===== src/rtl/weight_packer_if.sv =====
// Beat-in / word-out bundle between the weight feeder and its neighbours.
// The master side drives beats and load requests; the slave side is the packer.
interface weight_packer_if #(
  parameter int DW    = 9,
  parameter int LANES = 4
);
  localparam int WW = DW * LANES;

  logic          i_valid;
  logic [DW-1:0] i_data;
  logic          o_ready;
  logic          i_load_req;
  logic          i_clear;
  logic [WW-1:0] o_weight;
  logic          o_en;
  logic          o_pending;

  modport master (
    output i_valid, i_data, i_load_req, i_clear,
    input  o_ready, o_weight, o_en, o_pending
  );

  modport slave (
    input  i_valid, i_data, i_load_req, i_clear,
    output o_ready, o_weight, o_en, o_pending
  );
endinterface


===== src/rtl/weight_packer.sv =====
// Packs LANES beats into one word, buffers DEPTH words, and on request pops the head
// into o_weight with a one-cycle o_en (request to o_en: 1 cycle; o_ready low while the buffer is full).
module weight_packer #(
  parameter int DW    = 9,
  parameter int LANES = 4,
  parameter int DEPTH = 2
) (
  input  logic             clk,
  input  logic             rst_n,
  weight_packer_if.slave   bus
);
  localparam int WW = DW * LANES;
  localparam int AW = $clog2(DEPTH);
  localparam int CW = AW + 1;
  localparam int LW = $clog2(LANES);

  typedef logic [LANES-1:0][DW-1:0] word_t;
  typedef enum logic [1:0] {S_IDLE, S_WAIT, S_ISSUE} state_t;

  state_t        r_state;
  state_t        w_next;
  logic [LW-1:0] r_lane;
  word_t         r_part;
  word_t         w_word;
  word_t         r_mem [DEPTH];
  logic [AW-1:0] r_wr_ptr;
  logic [AW-1:0] r_rd_ptr;
  logic [CW-1:0] r_count;
  word_t         r_weight;

  logic w_ready;
  logic w_have;
  logic w_last;
  logic w_accept;
  logic w_push;
  logic w_pop;

  assign w_ready  = (r_count < CW'(DEPTH));
  assign w_have   = (r_count != '0);
  assign w_last   = (r_lane == LW'(LANES - 1));
  assign w_accept = bus.i_valid & w_ready & ~bus.i_clear;
  assign w_push   = w_accept & w_last;
  // Pop is tied to the transition into ISSUE, so o_weight only moves on that edge.
  assign w_pop    = (w_next == S_ISSUE);

  always_comb begin
    w_word          = r_part;
    w_word[LANES-1] = bus.i_data;
  end

  always_ff @(posedge clk or negedge rst_n) begin
    if (!rst_n) begin
      r_lane <= '0;
      r_part <= '0;
    end else if (bus.i_clear) begin
      r_lane <= '0;
    end else if (w_accept) begin
      r_part[r_lane] <= bus.i_data;
      r_lane         <= w_last ? '0 : r_lane + LW'(1);
    end
  end

  always_ff @(posedge clk or negedge rst_n) begin
    if (!rst_n) begin
      r_wr_ptr <= '0;
      for (int i = 0; i < DEPTH; i++) r_mem[i] <= '0;
    end else if (bus.i_clear) begin
      r_wr_ptr <= '0;
    end else if (w_push) begin
      r_mem[r_wr_ptr] <= w_word;
      r_wr_ptr        <= r_wr_ptr + AW'(1);
    end
  end

  always_ff @(posedge clk or negedge rst_n) begin
    if (!rst_n) begin
      r_rd_ptr <= '0;
    end else if (bus.i_clear) begin
      r_rd_ptr <= '0;
    end else if (w_pop) begin
      r_rd_ptr <= r_rd_ptr + AW'(1);
    end
  end

  always_ff @(posedge clk or negedge rst_n) begin
    if (!rst_n) begin
      r_count <= '0;
    end else if (bus.i_clear) begin
      r_count <= '0;
    end else begin
      case ({w_push, w_pop})
        2'b10:   r_count <= r_count + CW'(1);
        2'b01:   r_count <= r_count - CW'(1);
        default: r_count <= r_count;
      endcase
    end
  end

  // Count is the registered value, so a word pushed this edge is not visible to the FSM until next cycle.
  always_comb begin
    w_next = r_state;
    case (r_state)
      S_IDLE:  if (bus.i_load_req) w_next = w_have ? S_ISSUE : S_WAIT;
      S_WAIT:  if (w_have) w_next = S_ISSUE;
      S_ISSUE: begin
        if (bus.i_load_req) w_next = w_have ? S_ISSUE : S_WAIT;
        else                w_next = S_IDLE;
      end
      default: w_next = S_IDLE;
    endcase
    if (bus.i_clear) w_next = S_IDLE;
  end

  always_ff @(posedge clk or negedge rst_n) begin
    if (!rst_n) r_state <= S_IDLE;
    else        r_state <= w_next;
  end

  always_ff @(posedge clk or negedge rst_n) begin
    if (!rst_n)     r_weight <= '0;
    else if (w_pop) r_weight <= r_mem[r_rd_ptr];
  end

  assign bus.o_ready   = w_ready;
  assign bus.o_weight  = WW'(r_weight);
  assign bus.o_en      = (r_state == S_ISSUE);
  assign bus.o_pending = (r_state == S_WAIT);
endmodule


===== src/flat_wrapper.sv =====
// flat-port wrapper written by rule: the top's interface ports become plain ports
module weight_packer_flat 
#(
  parameter int DW    = 9,
  parameter int LANES = 4,
  parameter int DEPTH = 2
)
  (clk, rst_n, bus_i_valid, bus_i_data, bus_i_load_req, bus_i_clear, bus_o_ready, bus_o_weight, bus_o_en, bus_o_pending);
  weight_packer_if #(.DW(DW), .LANES(LANES)) bus_i ();
  input  logic clk;
  input  logic rst_n;
  input wire logic [$bits(bus_i.i_valid)-1:0] bus_i_valid;
  input wire logic [$bits(bus_i.i_data)-1:0] bus_i_data;
  input wire logic [$bits(bus_i.i_load_req)-1:0] bus_i_load_req;
  input wire logic [$bits(bus_i.i_clear)-1:0] bus_i_clear;
  output wire logic [$bits(bus_i.o_ready)-1:0] bus_o_ready;
  output wire logic [$bits(bus_i.o_weight)-1:0] bus_o_weight;
  output wire logic [$bits(bus_i.o_en)-1:0] bus_o_en;
  output wire logic [$bits(bus_i.o_pending)-1:0] bus_o_pending;
  assign bus_i.i_valid = bus_i_valid;
  assign bus_i.i_data = bus_i_data;
  assign bus_i.i_load_req = bus_i_load_req;
  assign bus_i.i_clear = bus_i_clear;
  assign bus_o_ready = bus_i.o_ready;
  assign bus_o_weight = bus_i.o_weight;
  assign bus_o_en = bus_i.o_en;
  assign bus_o_pending = bus_i.o_pending;
  weight_packer #(.DW(DW), .LANES(LANES), .DEPTH(DEPTH)) u_core (.clk(clk), .rst_n(rst_n), .bus(bus_i));
endmodule

===== config.mk =====
export PLATFORM = sky130hd
export DESIGN_NAME = weight_packer_flat
export DESIGN_NICKNAME = d
export VERILOG_FILES = /design/src/rtl/weight_packer_if.sv /design/src/rtl/weight_packer.sv /design/src/flat_wrapper.sv
export SDC_FILE = /design/constraint.sdc
export NUM_CORES = 1
export LEC_CHECK = 0
export CAP_MARGIN = 20
export CORE_ASPECT_RATIO = 1.75
export CORE_MARGIN = 8
export CORE_UTILIZATION = 57
export DETAILED_ROUTE_END_ITERATION = 8
export PLACE_DENSITY_LB_ADDON = 0.08
export SLEW_MARGIN = 20
export SYNTH_ARGS = -nofsm -noshare
export SYNTH_HDL_FRONTEND = slang
export SYNTH_SLANG_ARGS = --single-unit

===== constraint.sdc =====
create_clock -name clk -period 2.53 [get_ports clk]
set_input_delay 0.506 -clock clk [delete_from_list [all_inputs] [get_ports clk]]
set_output_delay 0.506 -clock clk [all_outputs]
set_load 0.05 [all_outputs]

==> metrics.md <==
| Metric | Value |
|---|---|
| Status | finished clean |
| Drt drc | 0 |
| Cell Int Power | 0.00449 W |
| Non-filler instance count after layout | 580 |
| Clock skew | 0.00466 ns |
| Hold path depth | 1 |
| RSZ-0062 raised after global routing | false |
| Initial DRC Count | 102 |
| CTS tree | yes |
| Maximum VDD drop | 607 µV |
| Min-delay worst type | reg -> reg |
| Setup TNS | 0 ns |
| Largest net degree at the start of global routing | 58 |
| CTS Buf Count | 17 |
| Initial antenna violation count | 0 |
| Critical path peak fanout | 4 |
| Synth Net Count | 391 |
| Post-DP HPWL | 7660 µm |
| Gate power share | 0.100 |
| Final Hold Violating Endpoints | 0 |
| Sw Share | 0.223 |
| Vias in the first global route | 3,679 |
| Synth Area in Compound Gates | 0.00577 |
| Clock-pin transition on the worst setup and hold timing paths | 0.05 ns |
| Synth top cells by count | 143 x dfrtp_1, 117 x mux2_2, 36 x mux2_4 |
| Area grow syn2layout | 21.2% |
| Port Buffers | 52 |
| Post-CTS resize count | 0 |
| Relative slew slack | 0.478 |
| CTS root buf | clkbuf_16 |
| Grt ovf | 0 |
| Core ar. | 10,500 µm² |
| First-pass GRT wire length | 19,200 µm |
| Rows | 50 |
| Seq pwr share | 0.474 |
| Final setup fails | 0 |
| Clk pwr share | 0.426 |
| Synth top area share | 0.590 |
| FFs w/ async S/R, synth | 1.00 |
| Required time of the critical path | 2.02 ns |
| Max Clock Freq | 0.427 GHz |
| Final Cycle Share | 0.926 |
| Sequential area share after synthesis | 0.590 |
| Diodes inserted | 0 |
| Final instance area | 7350 µm² |
| Post-synth EDFFs | 0 |
| P per Cell Area | 786 nW/µm² |
| Die area | 14,300 µm² |
| Vias after detailed routing | 3,215 |
| Post-synthesis simple-gate area fraction | 0.0264 |
| Worst Setup Path Type | reg -> out |
| Worst-case clock buffer depth | 2 |
| Most common cell in the synthesized netlist | dfrtp_1 |
| Cells after DPL | 549 |
| Initial DRT Pass Iterations | 4 |
| Primary FF master, synth | dfrtp_1 |
| Synthesized flop and latch total | 143 |
| Fin. max-slew vios | 0 |
| Post-synthesis mux area share | 0.343 |
| Final nets | 457 |
| Die W | 94.0 µm |
| Tmin final | 2.34 ns |
| Top-Level Pins | 53 |
| GR Util All Layers | 0.173 |
| CP Launch Type | flip-flop |
| Die height | 152 µm |
| Drt total wl | 11,400 µm |
| Worst-skew pair later-pin latency | 0.41 ns |
| Synth Area in XOR/XNOR | 0.00289 |
| Routed Antenna Nets | 0 |
| Largest family of logic cells by synthesized area | multiplexers |
| Yosys top cell by area | dfrtp_1 |
| Top post-synthesis cells by area | dfrtp_1 59%, mux2_2 22%, mux2_4 8.9% |
| CP Data Arrival Time | 1.84 ns |
| Max-Cap Viols | 0 |
| Unique masters post-synth | 29 |
| Least-Margin Pin Slew | 0.783 ns |
| Leak | 3.53 nW |
| Hold WS | 0.483 ns |
| Routed len/inst | 19.6 µm |
| Cell count after synthesis | 373 |
| Switch Pwr | 0.00129 W |
| YS warnings | 0 |
| Mean Syn Cell Area | 16.3 µm² |
| Adder-cell share of the synthesized area | 0.00825 |
| Reg2Reg Depth | 3 |
| Clock sink count | 143 |
| Worst Setup End Kind | output port |
| Post-Syn Area | 6070 µm² |
| Routability cong. | 0.757 |
| Drt via density | 5.54 |
| Initial Util | 0.577 |
| Layout cells sized above 1 | 0.444 |
| H-tree Lvls | 4 |
| DP Area | 6750 µm² |
[worst max-delay path: stages (launching register included)]
cell and delay [ns]:
dfrtp_1 0.37, nand2b_1 0.19, inv_1 0.07, clkdlybuf4s50_1 0.80
[sequential cells by signal (all words and copies together), names as in the netlist]
name and count:
u_core.bus.o_weight 36, u_core.r_part 27, u_core.r_rd_ptr 1, u_core.r_mem 72, u_core.r_lane 2, u_core.r_wr_ptr 1, u_core.r_count 2, u_core.r_state 2
[repair_timing]
item / 4_1_cts / 5_1_grt
setup buffers: 0 / 0
hold buffers: 1 / 0
hold endpoints to repair: 31 / 0
endpoints found under the setup margin: 0 / 0
[through the flow]
| stage | utilization | worst slack (ns) | total power [W] |
|---|---|---|---|
| after global routing | 0.700 | 0.0937 | 0.00602 |
| after floorplan | - | 0.615 | 0.00312 |
| after global placement | 0.642 | 0.290 | 0.00333 |
| final | 0.700 | 0.188 | 0.00578 |
| after CTS | 0.700 | 0.165 | 0.00584 |
| after detailed placement | 0.642 | 0.258 | 0.00336 |
[cells in the final DEF (no fill, tap or decap)]
cell,instances
and3_1,1
nand2b_1,2
clkbuf_1,2
and2_1,3
inv_1,4
nor2_2,1
ha_1,4
and2_4,1
mux2_1,18
nor3_4,1
clkinvlp_4,1
dlygate4sd3_1,1
nand3_1,1
nand2_1,1
a21oi_1,4
mux2i_1,2
clkbuf_16,17
dfrtp_1,143
clkbuf_8,6
mux2_4,36
nand2b_4,1
clkdlybuf4s50_1,51
o21ai_0,3
buf_12,3
nor2_1,5
mux2_2,117
or3_1,1
nand3_2,1
nor4_1,1
clkinv_2,2
xnor2_1,2
buf_4,9
buf_6,1
bufinv_16,2
nor4_4,1
nor2b_1,1
[cell families after synthesis]
family / after synthesis
AND/OR/NAND/NOR: 22
XOR/XNOR: 2
flip-flops: 143
multiplexers: 173
adder cells (fa/ha/maj): 4
buffers and inverters: 22
AO/OA/AOI/OAI: 7
[final timing paths]
kind	startpoint	end	slack, ns
worst max-delay path	u_core.r_state[1]$_DFF_PN0_	bus_o_pending	0.19
worst min-delay path	u_core.r_mem[65]$_DFFE_PN0P_	u_core.r_mem[65]$_DFFE_PN0P_	0.48
worst max register to register	u_core.r_rd_ptr$_DFFE_PN0P_	u_core.bus.o_weight[32]$_DFFE_PN0P_	0.60
worst min register to register	u_core.r_mem[65]$_DFFE_PN0P_	u_core.r_mem[65]$_DFFE_PN0P_	0.48
max in group asynchronous	rst_n	u_core.bus.o_weight[9]$_DFFE_PN0P_	1.31
min in group asynchronous	rst_n	u_core.r_mem[21]$_DFFE_PN0P_	0.54
[per-layer routing]
metal | global-route usage | part of all wire | vias up | routed length (µm)
met4 | 0.0646 | 0.017 | 0 | 196
met5 | 0 | 0 | - | 0
met3 | 0.0498 | 0.035 | 14 | 393
met2 | 0.288 | 0.53 | 49 | 6020
li1 | - | - | 1451 | -
met1 | 0.203 | 0.42 | 1701 | 4750
[layout make-up]
| class | count | area (µm²) |
|---|---|---|
| sequential | 143 | 3580 |
| tap | 130 | 163 |
| inverter | 4 | 15.0 |
| timing repair buffer | 65 | 659 |
| multi-input combinational | 208 | 2340 |
| fill | 715 | 3160 |
| clock inverter | 5 | 77.6 |
| clock buffer | 25 | 515 |
[power groups by stage]
| stage | sequential, W | clock, W | combinational, W |
|---|---|---|---|
| after floorplan | 0.00273 | 0 | 0.000385 |
| after global placement | 0.00277 | 0 | 0.000562 |
| after detailed placement | 0.00278 | 0 | 0.000583 |
| after CTS | 0.00275 | 0.00250 | 0.000591 |
| after global routing | 0.00278 | 0.00261 | 0.000633 |
| final | 0.00274 | 0.00246 | 0.000579 |
Note: power is estimated with default switching activity, not from simulation.
